<file path="src/rtl/pipe_hazard_ctrl_if.sv">
// ID-stage operand info, EX status and the hazard controller's stall/flush/forward outputs.
// master: pipeline side that drives ID/EX status; slave: the hazard controller.
interface pipe_hazard_ctrl_if #(
    parameter int REG_AW = 5,
    parameter int CNT_W  = 32
);
    logic              id_valid;
    logic [REG_AW-1:0] id_rR1;
    logic [REG_AW-1:0] id_rR2;
    logic [1:0]        id_re;
    logic              id_rf_we;
    logic [REG_AW-1:0] id_wR;
    logic              id_is_load;
    logic              ex_busy;
    logic              ex_redirect;

    logic              hold_pc;
    logic              hold_ifid;
    logic              flush_ifid;
    logic              bubble_idex;
    logic              hold_idex;
    logic [1:0]        fwd_sel1;
    logic [1:0]        fwd_sel2;
    logic [CNT_W-1:0]  stall_cnt;
    logic [CNT_W-1:0]  flush_cnt;

    modport master (
        output id_valid, id_rR1, id_rR2, id_re, id_rf_we, id_wR, id_is_load,
        output ex_busy, ex_redirect,
        input  hold_pc, hold_ifid, flush_ifid, bubble_idex, hold_idex,
        input  fwd_sel1, fwd_sel2, stall_cnt, flush_cnt
    );

    modport slave (
        input  id_valid, id_rR1, id_rR2, id_re, id_rf_we, id_wR, id_is_load,
        input  ex_busy, ex_redirect,
        output hold_pc, hold_ifid, flush_ifid, bubble_idex, hold_idex,
        output fwd_sel1, fwd_sel2, stall_cnt, flush_cnt
    );
endinterface

</file>
<file path="src/rtl/pipe_hazard_ctrl.sv">
// 5-stage hazard controller: registered EX/MEM/WB writer scoreboard, combinational hold/flush/forward.
// Zero-latency outputs; ex_busy freezes EX and drains MEM, outranking redirect and data hazards.
module pipe_hazard_ctrl #(
    parameter int REG_AW = 5,
    parameter bit FWD_EN = 1'b1,
    parameter int CNT_W  = 32
) (
    input  logic              cpu_clk,
    input  logic              cpu_rst,
    pipe_hazard_ctrl_if.slave hz
);
    localparam logic [1:0]       SEL_RF  = 2'd0;
    localparam logic [1:0]       SEL_EX  = 2'd1;
    localparam logic [1:0]       SEL_MEM = 2'd2;
    localparam logic [1:0]       SEL_WB  = 2'd3;
    localparam logic [CNT_W-1:0] CNT_MAX = '1;

    typedef struct packed {
        logic              v;
        logic              we;
        logic [REG_AW-1:0] wr;
        logic              ld;
    } sb_ent_t;

    sb_ent_t sb_ex;
    sb_ent_t sb_mem;
    sb_ent_t sb_wb;
    sb_ent_t ex_nxt;

    logic [CNT_W-1:0] stall_cnt;
    logic [CNT_W-1:0] flush_cnt;

    function automatic logic sb_match(input sb_ent_t e, input logic [REG_AW-1:0] r);
        return e.v && e.we && (e.wr == r) && (r != '0);
    endfunction

    // Returns {hazard, fwd_sel} for one source operand.
    function automatic logic [2:0] resolve(
        input logic              lv,
        input logic [REG_AW-1:0] r,
        input sb_ent_t           ex,
        input sb_ent_t           mem,
        input sb_ent_t           wb
    );
        logic       m_ex;
        logic       m_mem;
        logic       m_wb;
        logic       haz;
        logic [1:0] sel;
        m_ex  = sb_match(ex, r);
        m_mem = sb_match(mem, r);
        m_wb  = sb_match(wb, r);
        haz   = 1'b0;
        sel   = SEL_RF;
        if (lv) begin
            if (FWD_EN) begin
                if (m_ex)       sel = SEL_EX;
                else if (m_mem) sel = SEL_MEM;
                else if (m_wb)  sel = SEL_WB;
                // Load data only exists from MEM onwards, so an EX load cannot be forwarded yet.
                haz = m_ex && ex.ld;
            end else begin
                haz = m_ex || m_mem;
                if (m_wb) sel = SEL_WB;
            end
        end
        return {haz, sel};
    endfunction

    logic [2:0] res1;
    logic [2:0] res2;
    logic       hazard;

    assign res1   = resolve(hz.id_valid & hz.id_re[0], hz.id_rR1, sb_ex, sb_mem, sb_wb);
    assign res2   = resolve(hz.id_valid & hz.id_re[1], hz.id_rR2, sb_ex, sb_mem, sb_wb);
    assign hazard = res1[2] | res2[2];

    logic hold_pc;
    logic hold_ifid;
    logic flush_ifid;
    logic bubble_idex;
    logic hold_idex;

    always_comb begin
        hold_pc     = 1'b0;
        hold_ifid   = 1'b0;
        flush_ifid  = 1'b0;
        bubble_idex = 1'b0;
        hold_idex   = 1'b0;
        if (hz.ex_busy) begin
            hold_pc   = 1'b1;
            hold_ifid = 1'b1;
            hold_idex = 1'b1;
        end else if (hz.ex_redirect) begin
            flush_ifid  = 1'b1;
            bubble_idex = 1'b1;
        end else if (hazard) begin
            hold_pc     = 1'b1;
            hold_ifid   = 1'b1;
            bubble_idex = 1'b1;
        end
    end

    always_comb begin
        ex_nxt = '0;
        if (!(bubble_idex || hz.ex_redirect || !hz.id_valid)) begin
            ex_nxt = {1'b1, hz.id_rf_we, hz.id_wR, hz.id_is_load};
        end
    end

    logic stall_inc;
    logic flush_inc;

    assign stall_inc = hazard && !hz.ex_busy && !hz.ex_redirect;
    assign flush_inc = hz.ex_redirect && !hz.ex_busy;

    always_ff @(posedge cpu_clk) begin
        if (!cpu_rst) begin
            sb_ex     <= '0;
            sb_mem    <= '0;
            sb_wb     <= '0;
            stall_cnt <= '0;
            flush_cnt <= '0;
        end else begin
            sb_wb <= sb_mem;
            // A busy EX keeps its instruction and sends bubbles down to MEM.
            if (hz.ex_busy) begin
                sb_mem <= '0;
            end else begin
                sb_mem <= sb_ex;
                sb_ex  <= ex_nxt;
            end
            if (stall_inc && (stall_cnt != CNT_MAX)) stall_cnt <= stall_cnt + 1'b1;
            if (flush_inc && (flush_cnt != CNT_MAX)) flush_cnt <= flush_cnt + 1'b1;
        end
    end

    assign hz.hold_pc     = hold_pc;
    assign hz.hold_ifid   = hold_ifid;
    assign hz.flush_ifid  = flush_ifid;
    assign hz.bubble_idex = bubble_idex;
    assign hz.hold_idex   = hold_idex;
    assign hz.fwd_sel1    = res1[1:0];
    assign hz.fwd_sel2    = res2[1:0];
    assign hz.stall_cnt   = stall_cnt;
    assign hz.flush_cnt   = flush_cnt;

    a_idex_exclusive: assert property (@(posedge cpu_clk) disable iff (!cpu_rst)
        !(hold_idex && bubble_idex));
    a_ifid_exclusive: assert property (@(posedge cpu_clk) disable iff (!cpu_rst)
        !(hold_ifid && flush_ifid));
endmodule

</file>
<file path="src/flat_wrapper.sv">
// flat-port wrapper written by rule: the top's interface ports become plain ports
module pipe_hazard_ctrl_flat 
#(
    parameter int REG_AW = 5,
    parameter bit FWD_EN = 1'b1,
    parameter int CNT_W  = 32
)
  (cpu_clk, cpu_rst, hz_id_valid, hz_id_rR1, hz_id_rR2, hz_id_re, hz_id_rf_we, hz_id_wR, hz_id_is_load, hz_ex_busy, hz_ex_redirect, hz_hold_pc, hz_hold_ifid, hz_flush_ifid, hz_bubble_idex, hz_hold_idex, hz_fwd_sel1, hz_fwd_sel2, hz_stall_cnt, hz_flush_cnt);
  pipe_hazard_ctrl_if #(.REG_AW(REG_AW), .CNT_W(CNT_W)) hz_i ();
  input  logic cpu_clk;
  input  logic cpu_rst;
  input wire logic [$bits(hz_i.id_valid)-1:0] hz_id_valid;
  input wire logic [$bits(hz_i.id_rR1)-1:0] hz_id_rR1;
  input wire logic [$bits(hz_i.id_rR2)-1:0] hz_id_rR2;
  input wire logic [$bits(hz_i.id_re)-1:0] hz_id_re;
  input wire logic [$bits(hz_i.id_rf_we)-1:0] hz_id_rf_we;
  input wire logic [$bits(hz_i.id_wR)-1:0] hz_id_wR;
  input wire logic [$bits(hz_i.id_is_load)-1:0] hz_id_is_load;
  input wire logic [$bits(hz_i.ex_busy)-1:0] hz_ex_busy;
  input wire logic [$bits(hz_i.ex_redirect)-1:0] hz_ex_redirect;
  output wire logic [$bits(hz_i.hold_pc)-1:0] hz_hold_pc;
  output wire logic [$bits(hz_i.hold_ifid)-1:0] hz_hold_ifid;
  output wire logic [$bits(hz_i.flush_ifid)-1:0] hz_flush_ifid;
  output wire logic [$bits(hz_i.bubble_idex)-1:0] hz_bubble_idex;
  output wire logic [$bits(hz_i.hold_idex)-1:0] hz_hold_idex;
  output wire logic [$bits(hz_i.fwd_sel1)-1:0] hz_fwd_sel1;
  output wire logic [$bits(hz_i.fwd_sel2)-1:0] hz_fwd_sel2;
  output wire logic [$bits(hz_i.stall_cnt)-1:0] hz_stall_cnt;
  output wire logic [$bits(hz_i.flush_cnt)-1:0] hz_flush_cnt;
  assign hz_i.id_valid = hz_id_valid;
  assign hz_i.id_rR1 = hz_id_rR1;
  assign hz_i.id_rR2 = hz_id_rR2;
  assign hz_i.id_re = hz_id_re;
  assign hz_i.id_rf_we = hz_id_rf_we;
  assign hz_i.id_wR = hz_id_wR;
  assign hz_i.id_is_load = hz_id_is_load;
  assign hz_i.ex_busy = hz_ex_busy;
  assign hz_i.ex_redirect = hz_ex_redirect;
  assign hz_hold_pc = hz_i.hold_pc;
  assign hz_hold_ifid = hz_i.hold_ifid;
  assign hz_flush_ifid = hz_i.flush_ifid;
  assign hz_bubble_idex = hz_i.bubble_idex;
  assign hz_hold_idex = hz_i.hold_idex;
  assign hz_fwd_sel1 = hz_i.fwd_sel1;
  assign hz_fwd_sel2 = hz_i.fwd_sel2;
  assign hz_stall_cnt = hz_i.stall_cnt;
  assign hz_flush_cnt = hz_i.flush_cnt;
  pipe_hazard_ctrl #(.REG_AW(REG_AW), .FWD_EN(FWD_EN), .CNT_W(CNT_W)) u_core (.cpu_clk(cpu_clk), .cpu_rst(cpu_rst), .hz(hz_i));
endmodule
</file>
<file path="config.mk">
export PLATFORM = sky130hd
export DESIGN_NAME = pipe_hazard_ctrl_flat
export DESIGN_NICKNAME = d
export VERILOG_FILES = /design/src/rtl/pipe_hazard_ctrl_if.sv /design/src/rtl/pipe_hazard_ctrl.sv /design/src/flat_wrapper.sv
export SDC_FILE = /design/constraint.sdc
export NUM_CORES = 1
export LEC_CHECK = 0
export BUFFER_PORTS_ARGS = -buffer_cell sky130_fd_sc_hd__buf_2
export CORE_MARGIN = 2
export CORE_UTILIZATION = 30
export DETAILED_ROUTE_END_ITERATION = 7
export GPL_TIMING_DRIVEN = 1
export SKIP_CTS_REPAIR_TIMING = 1
export SLEW_MARGIN = 20
export SYNTH_ARGS = -nofsm -noshare
export SYNTH_HDL_FRONTEND = slang
export SYNTH_SLANG_ARGS = --single-unit
</file>
<file path="constraint.sdc">
create_clock -name cpu_clk -period 4.6 [get_ports cpu_clk]
set_input_delay 0.46 -clock cpu_clk [delete_from_list [all_inputs] [get_ports cpu_clk]]
set_output_delay 0.46 -clock cpu_clk [all_outputs]
set_load 0.1 [all_outputs]
</file>
; ---- Yosys cells after proc, flatten, opt, wreduce, memory -nomap -nowiden
; Cells that the tools add are included.
[op_classes]
magnitude_cmp = 0
bitwise = 4
n_div = 0
addsub = 2
mux = 19
eq_ne = 8
reduce_logical = 30
n_mul = 0
shift = 0
[ops]
columns = operator, count
row1 = $add A32 B1 Y32 const B, 2
row2 = $ne A32 B32 Y1 const B, 2
row3 = $eq A5 B5 Y1, 6
row4 = $logic_and A1 B1 Y1, 22
row5 = $mux W2, 8
row6 = $mux W1, 10
row7 = $reduce_bool A5 Y1, 2
row8 = $mux W8, 1
row9 = $logic_not A1 Y1, 3
row10 = $and A1 B1 Y1, 2
row11 = $logic_or A1 B1 Y1, 2
row12 = $reduce_or A2 Y1, 1
row13 = $not A1 Y1, 1
row14 = $or A1 B1 Y1, 1
[word_totals]
ramBits = 0
output_inout_bits = 73
mem_count = 0
latch_bits = 0
register_bits = 86
input_bits = 24
wordCells = 75
rom_bits = 0

; ---- Depth between registers and ports, before layout
; Gate-level depths: netlist of run 1.
[logic_depth]
ltp_word = 12
ltp_mapped = 9
ltp_nobuf = 7

; ---- Worst setup path after synthesis of run 1
; Ideal clock, no wire load.
[synth_timing]
path_kind = in2out
start = input hz_id_rR2[1]
end = output hz_fwd_sel2[1]
t_arrival_ns = 3.641
stages = 4
path_buffers = 0
setup_slack_ns = 0.499
t_required_ns = 4.140
cell_sequence = or4_1 o211ai_1 nor3_1 nor3b_1
[synth_via]
elab_chain_cells = 7
word_cells_on_any_way = 14
cone_classes = eq/ne: 3 / mux: 4 / reduce/logical: 7
[synth_lines]
columns = item, line_no
row1 = "start, declared", flat_wrapper.sv:14  ; input wire logic [$bits(hz_i.id_rR2)-1:0] hz_id_rR2;
row2 = $eq A5 B5 Y1, pipe_hazard_ctrl.sv:34  ; return e.v && e.we && (e.wr == r) && (r != '0);
row3 = $logic_and A1 B1 Y1 (2 in a row), pipe_hazard_ctrl.sv:34
row4 = $mux W2, pipe_hazard_ctrl.sv:59  ; else if (m_wb) sel = SEL_WB;
row5 = $mux W2, pipe_hazard_ctrl.sv:58  ; else if (m_mem) sel = SEL_MEM;
row6 = $mux W2 *, pipe_hazard_ctrl.sv:57  ; if (m_ex) sel = SEL_EX;
row7 = $mux W2 *, pipe_hazard_ctrl.sv:55  ; if (lv) begin
row8 = "end, declared", flat_wrapper.sv:27  ; output wire logic [$bits(hz_i.fwd_sel2)-1:0] hz_fwd_sel2;
; Mark *: on every way between the ends. The rest lies on a longest branch, timed or not.

; ---- Worst setup path after layout of run 1
[layout_timing]
start = input hz_id_rR2[1]
end = output hz_hold_ifid
[layout_via]
elab_chain_cells = 9
word_cells_on_any_way = 10
cone_classes = eq/ne: 1 / mux: 4 / bitwise: 1 / reduce/logical: 4
[layout_lines]
columns = item, line_no
row1 = $eq A5 B5 Y1, pipe_hazard_ctrl.sv:34
row2 = $logic_and A1 B1 Y1, pipe_hazard_ctrl.sv:34
row3 = $logic_and A1 B1 Y1 *, pipe_hazard_ctrl.sv:34
row4 = $logic_and A1 B1 Y1 *, pipe_hazard_ctrl.sv:61  ; haz = m_ex && ex.ld;
row5 = $mux W1 *, pipe_hazard_ctrl.sv:55
row6 = $or A1 B1 Y1 *, pipe_hazard_ctrl.sv:76  ; assign hazard = res1[2] | res2[2];
row7 = $mux W1 *, pipe_hazard_ctrl.sv:97  ; end else if (hazard) begin
row8 = $mux W1 *, pipe_hazard_ctrl.sv:94  ; end else if (hz.ex_redirect) begin
row9 = $mux W1 *, pipe_hazard_ctrl.sv:90  ; if (hz.ex_busy) begin
row10 = "end, declared", flat_wrapper.sv:22  ; output wire logic [$bits(hz_i.hold_ifid)-1:0] hz_hold_ifid;
; Marks and branches as above.

==> results.ini, run 1 <==
[routing]
drcViolationCount = 0
antenna_left = 0
drtIter0Drc = 215
via_count = 4006
wl_per_cell_um = 14.7
avgViaCountPerCell = 5.17
routed_wl_mm = 11.4
dr.pass1.iters = 4

[worst_setup_path]
critPathKind = in -> out
endpoint_kind = output port
cp.required_ns = 4.14
r2r-start = u_core.sb_ex[2]
crit_arrival_ns = 2.40
crit_fanout = 10
start_kind = primary input
cp-startpoint = hz_id_rR2[1]

[timing]
setup_violations = 0
rsz0062_at_grt = false
fin_crit_ns = 2.86
worst_pin_slew_ns = 0.867
period_share_pct = 62.1
fmax_ghz = 0.350
slew_violations = 0
finalSetupTns_ns = 0
hold_viol_final = 0
slew_headroom_pct = 42.2
fin_skew_ns = 0.00435

[final_layout]
area_growth_pct = 22.6
num-nets-final = 616
utilization_pct = 37.7
post-route-cell-area_mm2 = 0.00526
drive_above_1_share_pct = 20.3
num_antenna_cells = 0
nFillCells = 1444

[clock_tree]
clkTransAtPathRegs_ns = 0.06
tritoncts = built
worstSkewPairLatency_ns = 0.34
cts_max_level = 3
cts_root_buf = clkbuf_16
cts-buffers-inserted = 9
cts_sinks = 86
cts_buffer_depth = 2

[synthesis]
synth_area_mm2 = 0.00429
synth_ff_type = dfxtp_1
synth_top_area_share_pct = 40.1
ys_seq_area_share_pct = 40.1
synthTopCellsByArea = dfxtp_1 40%, xnor2_1 6.5%, xor2_1 4.5%
synth_nets = 528
synthCells = 502
postSynthAreaPerCell_um2 = 8.55
synth_edf_count = 0
ys_ff_latch = 86
synth_top_area_cell = dfxtp_1
ys_types = 42
yosys_warnings = 0
synth_async_sr_flop_share_pct = 0

[floorplan]
core_mm2 = 0.0139
die_h_um = 124
start_util_pct = 30.8
die_area_mm2 = 0.0153
rows = 43
pin_count = 97
die_w_um = 124

[power]
peakVddDrop_v = 0.000268
power.leakage_nw = 1.92
powerDensity_mw_per_mm2 = 323

[grt]
grt_use_total_pct = 15.1
grt_max_degree = 52
antenna_found_initial = 0
grt_pass1_vias = 3678
grt_pass1_wl_mm = 17.8
grt-ovfl-total = 0

[worst_hold_path]
hp-start = hz_id_rf_we
hold_class = in -> reg

[placement]
dp_hpwl_mm = 8.43
place_congestion = 0.899
port_buffers = 96
post_dp_cell_area_mm2 = 0.00491

[run]
maxCapViolations = 0

[status]
status = finished, final reports clean

-- path summary, 6_finish.rpt --
| check | to | slack (ns) | cells past startpoint |
|---|---|---|---|
| worst max-delay path | hz_hold_ifid | 1.74 | 6 |
| worst min-delay path | u_core.sb_ex[6] | 0.33 | 2 |
| worst max register to register | u_core.hz.stall_cnt[19] | 1.96 | 6 |
| worst min register to register | u_core.sb_wb[7] | 0.45 | 1 |
-- worst max-delay path, cell delays in order --
cell	delay, ns
buf_2	0.13
or4_1	0.57
o211ai_1	0.37
nor4_4	0.15
or3_1	0.39
buf_2	0.31
-- layout make-up --
cell class / count / area (um2) / area share (%)
Clock buffer: 9 / 225 / 4.28
Clock inverter: 7 / 123 / 2.33
Inverter: 12 / 45.0 / 0.857
Multi-Input combinational cell: 384 / 2430 / 46.2
Sequential cell: 86 / 1720 / 32.7
Tap cell: 180 / 225 / 4.28
Timing Repair Buffer: 97 / 488 / 9.28
-- power breakdown --
part	internal [mW]	total [mW]	switching [mW]	leakage [nW]
Sequential	0.748	0.752	0.00416	0.693
Combinational	0.0276	0.0970	0.0694	1.07
Clock	0.532	0.848	0.316	0.162
Total	1.31	1.70	0.389	1.92
-- placed cells by master, fill, tap and decap left out, types with 6 or more instances in the layout --
cell type  instances
inv_1             11
nor4_1             8
o21ai_0           19
nor3_1            16
a21oi_1           26
o21a_1            11
and2_1            20
o31ai_1           11
dfxtp_1           86
nand4_1           21
a22o_1             7
xnor2_1           32
nand3_1           29
o211ai_1           6
buf_2             96
or4_1             14
nor2_1            42
nand2_1           32
xor2_1            22
or3_1             21
nand2b_1           9
clkbuf_16          9
-- metrics by stage --
step	setup WS [ns]	hold slack, ns	power [mW]	instances
2_1_floorplan	0.499	0.430	0.837	502
3_3_place_gp	1.77	0.438	0.866	759
3_5_place_dp	1.70	0.440	0.867	759
4_1_cts	1.71	0.311	1.72	775
5_1_grt	1.59	0.319	1.76	775
6_report	1.74	0.325	1.70	775
-- Yosys cell counts (all sizes together), types with 4 or more instances --
library cell,count
a21oi,26
o21ai,20
or4,14
a22o,7
o31ai,11
xor2,22
and4,5
and2,20
xnor2,32
or3,21
nor4,10
clkbuf,13
dfxtp,86
nor2,42
mux2i,5
nand2,32
nor3,18
nand3,29
o2111ai,4
and3,5
o211ai,8
o21a,11
nand4,21
inv,11
buf,7
nand2b,9
-- per-layer routing --
metal	GRT usage (%)	up-vias	share of wire (%)
met2	25.1	116	49
met5	0	-	0
li1	-	1989	-
met4	6.04	0	2.2
met3	4.76	25	6.2
met1	18.0	1876	43
-- flip-flops by register name, indices dropped and copies added, names as in the netlist --
| register | count |
|---|---|
| u_core.hz.flush_cnt | 32 |
| u_core.hz.stall_cnt | 32 |
| u_core.sb_ex | 8 |
| u_core.sb_mem | 7 |
| u_core.sb_wb | 7 |
-- kinds of logic after synthesis --
kind of cell             share of synthesized area [%]
adder cells (fa/ha/maj)                          0.583
flip-flops                                        40.1
buffers and inverters                             3.21
multiplexers                                      1.17
XOR/XNOR                                          11.0
AO/OA/AOI/OAI                                     14.2
AND/OR/NAND/NOR                                   29.7
No activity file was read; power rests on OpenSTA's default activity.
==> run 2, diff against run 1 <==
Clock period 4.6 ns to 2.5 ns, I/O delays scaled along.
==> run 2 against run 1 <==
Compared with the run above:
- core utilization increased by 1.0 points
- final cell count is 1.4% higher
- worst setup slack worse by 1.6 ns
- clock power grew 51%
- die area unchanged
- critical path type unchanged
- highest routed layer is now met5
==> results.ini, run 2 (synthesized netlist as in run 1, its figures left out) <==
[timing]
fin_skew_ns = 0.0114  ; +0.00708 ns
slew_violations = 0  ; unchanged
setup_violations = 0  ; unchanged
hold_viol_final = 0  ; unchanged
finalSetupTns_ns = 0  ; unchanged
worst_slack_ns = 0.147  ; -1.60 ns
worst_pin_slew_ns = 0.603  ; -0.263 ns
fin_crit_ns = 2.35
fmax_ghz = 0.425
period_share_pct = 94.1
slew_headroom_pct = 59.8  ; +18 points
rsz0062_at_grt = false

[final_layout]
num_antenna_cells = 0  ; unchanged
layout.cells.most_common = buf_2
nFillCells = 1401  ; -3.0%
layout_common_cells = 93 x buf_2, 44 x dfxtp_2, 39 x nor2_1, 39 x dfxtp_1
reg_top3 = u_core.hz.flush_cnt: 32 flops, u_core.hz.stall_cnt: 32 flops, u_core.sb_ex: 8 flops
num-nets-final = 627  ; +1.8%
drive_above_1_share_pct = 30.4  ; +10 points
area_growth_pct = 26.0
stdcell_count = 786  ; +1.4%

[routing]
drtIter0Drc = 223  ; +3.7%
antenna_left = 0  ; unchanged
drcViolationCount = 0  ; unchanged
via_count = 4016  ; +0.25%
avgViaCountPerCell = 5.11  ; -1.2%
dr.pass1.iters = 4  ; unchanged
routed_wl_mm = 11.4  ; about the same
wl_per_cell_um = 14.5  ; -1.4%

[worst_setup_path]
cp.required_ns = 2.25  ; -1.89 ns
crit_fanout = 4  ; -6
reg2regPathDepth = 8  ; +2
r2r_end = u_core.hz.stall_cnt[14]
endpoint_kind = output port
cp_slowest_cell = or4_1
r2r-start = u_core.sb_ex[5]
crit_top_cell = buf_2
rrSetupSlack_ns = 0.18  ; -1.78 ns
critPathKind = in -> out
start_kind = primary input
slowest_delay_ns = 0.57  ; about the same
crit_chain = buf_2 -> or4_1 -> o211ai_1 -> nor4_4 -> or3_4 -> buf_2
crit_arrival_ns = 2.10  ; -0.30 ns

[worst_hold_path]
hp-start = hz_id_wR[1]
hold_class = in -> reg
hold_path_end = u_core.sb_ex[2]
whs_path_depth = 2  ; unchanged

[floorplan]
die_area_mm2 = 0.0153  ; unchanged
start_util_pct = 30.8  ; unchanged
rows = 43  ; unchanged
pin_count = 97  ; unchanged
die_w_um = 124  ; unchanged
die_h_um = 124  ; unchanged
core_mm2 = 0.0139  ; unchanged

[clock_tree]
cts-buffers-inserted = 9  ; unchanged
clkTransAtPathRegs_ns = 0.06  ; about the same
worstSkewPairLatency_ns = 0.35  ; about the same
cts_buffer_depth = 2  ; unchanged
cts_root_buf = clkbuf_16
tritoncts = built
cts_sinks = 86  ; unchanged
cts_max_level = 3  ; unchanged

[placement]
dp_hpwl_mm = 8.46  ; +0.35%
post-place-ws_ns = 0.123  ; -1.58 ns
placedCellCount = 770  ; +1.4%
place_congestion = 0.865  ; -3.8%
port_buffers = 96  ; unchanged

[grt]
grt-busiest-layer = met2
antenna_found_initial = 1  ; +1
grt_use_total_pct = 15.3  ; +0.26 points
grt_use_met1_pct = 19.2  ; +1.3 points
grt_max_degree = 52  ; unchanged
grt-ovfl-total = 0  ; unchanged
grt_pass1_vias = 3711  ; +0.90%
grt_pass1_wl_mm = 18.2  ; +2.2%
grt.met3_usage_pct = 4.81  ; +0.046 points
grt_util_met2_pct = 24.5  ; -0.62 points

[power]
power.total_mw = 2.84  ; +68%
peakVddDrop_v = 0.000338  ; +26%
power.leakage_nw = 1.98  ; +2.8%
powerDensity_mw_per_mm2 = 526  ; +63%

[run]
maxCapViolations = 0  ; unchanged

[status]
status = finished, final reports clean

-- run 2: changes by cell type in the layout (fill, tap and decap cells not counted), sizes merged --
cell	before	now
buf	97	107
clkbuf	9	14
bufinv	3	0
clkinv	3	2
-- run 2: how the worst max path moves through the flow --
| stage | startpoint | end | slack, ns | depth (start not counted) |
|---|---|---|---|---|
| floorplan | hz_id_rR2[1] | hz_fwd_sel2[1] | -0.20 | 4 |
| global placement | hz_id_rR2[1] | hz_hold_pc | 0.18 | 6 |
| detailed placement | hz_id_rR2[1] | u_core.hz.stall_cnt[14] | 0.12 | 9 |
| CTS | u_core.sb_ex[3] | hz_bubble_idex | 0.07 | 7 |
| global route | u_core.sb_ex[5] | hz_fwd_sel2[0] | 0.02 | 6 |
| finish | hz_id_rR2[1] | hz_hold_pc | 0.15 | 6 |
-- run 2: area by class of cell --
| class | count | area [um2] | area share [%] |
|---|---|---|---|
| multi-input cells | 384 | 2460 | 45.6 |
| flip-flops and latches | 86 | 1790 | 33.1 |
| repair buffers | 108 | 603 | 11.2 |
| clock buffers | 13 | 260 | 4.82 |
| well taps | 180 | 225 | 4.17 |
| inverters | 12 | 45.0 | 0.834 |
| clock inverters | 3 | 20.0 | 0.370 |
-- run 2: through the flow --
| step | hold WS (ns) | cell area [um2] | utilization (%) |
|---|---|---|---|
| floorplan | 0.376 | 4390 | - |
| global placement | 0.443 | 5120 | 36.8 |
| detailed placement | 0.446 | 5120 | 36.8 |
| CTS | 0.0908 | 5400 | 38.8 |
| global route | 0.101 | 5400 | 38.8 |
| finish | 0.113 | 5400 | 38.8 |
-- run 2: worst max-delay path, delay by kind of cell --
family,cells,cell delay [ns]
compound gates,1,0.38
buf+inv,2,0.43
simple gates,3,1.04
-- run 2: report_power, final --
part | switching, mW | internal (mW) | leakage [nW]
sequential | 0.00778 | 1.37 | 0.718
combinational | 0.129 | 0.0556 | 1.13
clock | 0.552 | 0.727 | 0.132
total | 0.689 | 2.16 | 1.98
-- run 2: per-layer routing --
layer	wire length [um]	up-vias
met4	182	2
met2	5430	89
met5	13	-
met1	5160	1905
li1	-	2005
met3	614	15
==> run 3, diff against run 2 <==
Clock period 2.5 ns to 2.7 ns, I/O delays scaled along.
==> run 3 against run 2 <==
Compared with the run above:
- worst setup slack gained 0.030 ns
- die area unchanged
- first-iteration DRC count fell by 16%
- highest routed layer unchanged
- sequential cell count stayed put
- combinational power fell by 9%
- critical path type is now reg -> out
==> results.ini, run 3 (synthesized netlist as in run 1, its figures left out) <==
[power]
p_switching_mw = 0.666  ; -3.4%
pwr-share-seq_pct = 47.3  ; -1.2 points
swShare_pct = 24.5  ; +0.31 points
power.leakage_nw = 1.95  ; -1.1%
powerDensity_mw_per_mm2 = 508  ; -3.4%
power_frac_comb_pct = 6.2  ; -0.3 points
peakVddDrop_v = 0.000274  ; -19%
intPower_mw = 2.05  ; -5.0%
power.clock.fraction_pct = 46.5  ; +1.5 points
power.total_mw = 2.71  ; -4.7%

[timing]
fin_crit_ns = 2.52
finalSetupTns_ns = 0  ; unchanged
worst_pin_slew_ns = 0.569  ; -0.0348 ns
fmax_ghz = 0.396
hold_viol_final = 0  ; unchanged
slew_violations = 0  ; unchanged
period_share_pct = 93.4
fin_skew_ns = 0.00662  ; -0.00481 ns
rsz0062_at_grt = false
slew_headroom_pct = 62.1  ; +2.3 points
setup_violations = 0  ; unchanged

[worst_setup_path]
endpoint = hz_bubble_idex
r2r-start = u_core.hz.stall_cnt[0]
r2r_end = u_core.hz.stall_cnt[18]
start_kind = register
cp-startpoint = u_core.sb_ex[3]
reg2regPathDepth = 8  ; unchanged
rrSetupSlack_ns = 0.36  ; +0.18 ns
crit_arrival_ns = 2.25  ; +0.15 ns
cp.required_ns = 2.43  ; +0.18 ns
endpoint_kind = output port
critPathKind = reg -> out
crit_fanout = 4  ; unchanged

[placement]
port_buffers = 96  ; unchanged
place_congestion = 0.933  ; +7.9%
post_dp_cell_area_mm2 = 0.00503  ; -1.8%
dp_hpwl_mm = 8.67  ; +2.5%

[routing]
drcViolationCount = 0  ; unchanged
dr.pass1.iters = 4  ; unchanged
avgViaCountPerCell = 5.15  ; +0.83%
antenna_left = 0  ; unchanged
routed_wl_mm = 11.5  ; +0.97%
via_count = 4039  ; +0.57%
wl_per_cell_um = 14.7  ; +1.2%
drtIter0Drc = 187  ; -16%

[grt]
grt_pass1_vias = 3779  ; +1.8%
antenna_found_initial = 1  ; unchanged
grt-ovfl-total = 0  ; unchanged
grt_pass1_wl_mm = 18.6  ; +1.8%
grt_max_degree = 52  ; unchanged
grt_use_total_pct = 15.6  ; +0.28 points

[final_layout]
layout.cells.most_common = buf_2
post-route-cell-area_mm2 = 0.00534  ; -1.3%
num-nets-final = 625  ; -0.32%
area_growth_pct = 24.4
layout_common_cells = 95 x buf_2, 64 x dfxtp_1, 41 x nor2_1, 32 x nand2_1, 32 x xnor2_1
reg_top3 = u_core.hz.flush_cnt: 32 flops, u_core.hz.stall_cnt: 32 flops, u_core.sb_ex: 8 flops
drive_above_1_share_pct = 25.8  ; -4.5 points
num_antenna_cells = 0  ; unchanged

[clock_tree]
cts-buffers-inserted = 9  ; unchanged
cts_buffer_depth = 2  ; unchanged
worstSkewPairLatency_ns = 0.35  ; about the same
clkTransAtPathRegs_ns = 0.07  ; about the same
tritoncts = built
cts_max_level = 3  ; unchanged
cts_root_buf = clkbuf_16
cts_sinks = 86  ; unchanged

[floorplan]
die_h_um = 124  ; unchanged
pin_count = 97  ; unchanged
core_mm2 = 0.0139  ; unchanged
die_w_um = 124  ; unchanged
rows = 43  ; unchanged
start_util_pct = 30.8  ; unchanged
die_area_mm2 = 0.0153  ; unchanged

[worst_hold_path]
hold_class = in -> reg
whs_path_depth = 2  ; unchanged

[run]
maxCapViolations = 0  ; unchanged

[status]
status = finished, final reports clean

run 3: cell count changes in the layout (fill, tap and decap cells not counted), sizes merged:
cell      previous run  this run
clkinv               2         1
clkbuf              14        10
inv                 11        13
clkinvlp             2         3
buf                107       106
bufinv               0         1
run 3: through the flow:
step / util, % / setup slack (ns) / hold WS (ns) / instances
after floorplan: - / -0.0393 / 0.396 / 502
after global placement: 36.1 / 0.208 / 0.456 / 767
after detailed placement: 36.1 / 0.203 / 0.457 / 767
after CTS: 38.2 / 0.0306 / 0.127 / 783
after global routing: 38.3 / 0.0491 / 0.136 / 784
final: 38.3 / 0.177 / 0.134 / 784
run 3: power groups by stage:
stage	Sequential (mW)	Combinational, mW	Clock [mW]
after global placement	1.31	0.166	0
after global routing	1.28	0.180	1.35
after floorplan	1.32	0.105	0
after detailed placement	1.31	0.169	0
after CTS	1.28	0.169	1.30
final	1.28	0.168	1.26
run 3: layout make-up:
type                            count  area (um2)
Clock buffer                       10         229
Clock inverter                      6        70.1
Fill cell                        1437        8600
Inverter                           12        45.0
Multi-Input combinational cell    384        2450
Sequential cell                    86        1750
Tap cell                          180         225
Timing Repair Buffer              106         571
run 3: metal layers:
metal	part of all wire (%)	GRT usage, %	vias to the layer above
li1	-	-	2010
met1	46	20.0	1911
met2	46	24.7	93
met3	6.0	4.03	23
met4	2.4	7.10	2
met5	0.061	0	-
run 3: how the worst min path moves through the flow:
stage	from	end	slack, ns
after detailed placement	u_core.sb_ex[7]	u_core.sb_ex[7]	0.46
after CTS	hz_id_wR[2]	u_core.sb_ex[3]	0.13
after global routing	hz_id_wR[3]	u_core.sb_ex[4]	0.14
after floorplan	hz_id_is_load	u_core.sb_ex[0]	0.40
final	hz_id_wR[2]	u_core.sb_ex[3]	0.13
after global placement	u_core.sb_mem[7]	u_core.sb_wb[7]	0.46
run 3: critical path: stages (launching register included):
cell and delay [ns]:
dfxtp_1 0.44, xnor2_1 0.14, nand2_1 0.16, nor4_1 0.38, o21a_1 0.22, nor2_1 0.05
nor2_1 0.08, buf_2 0.43
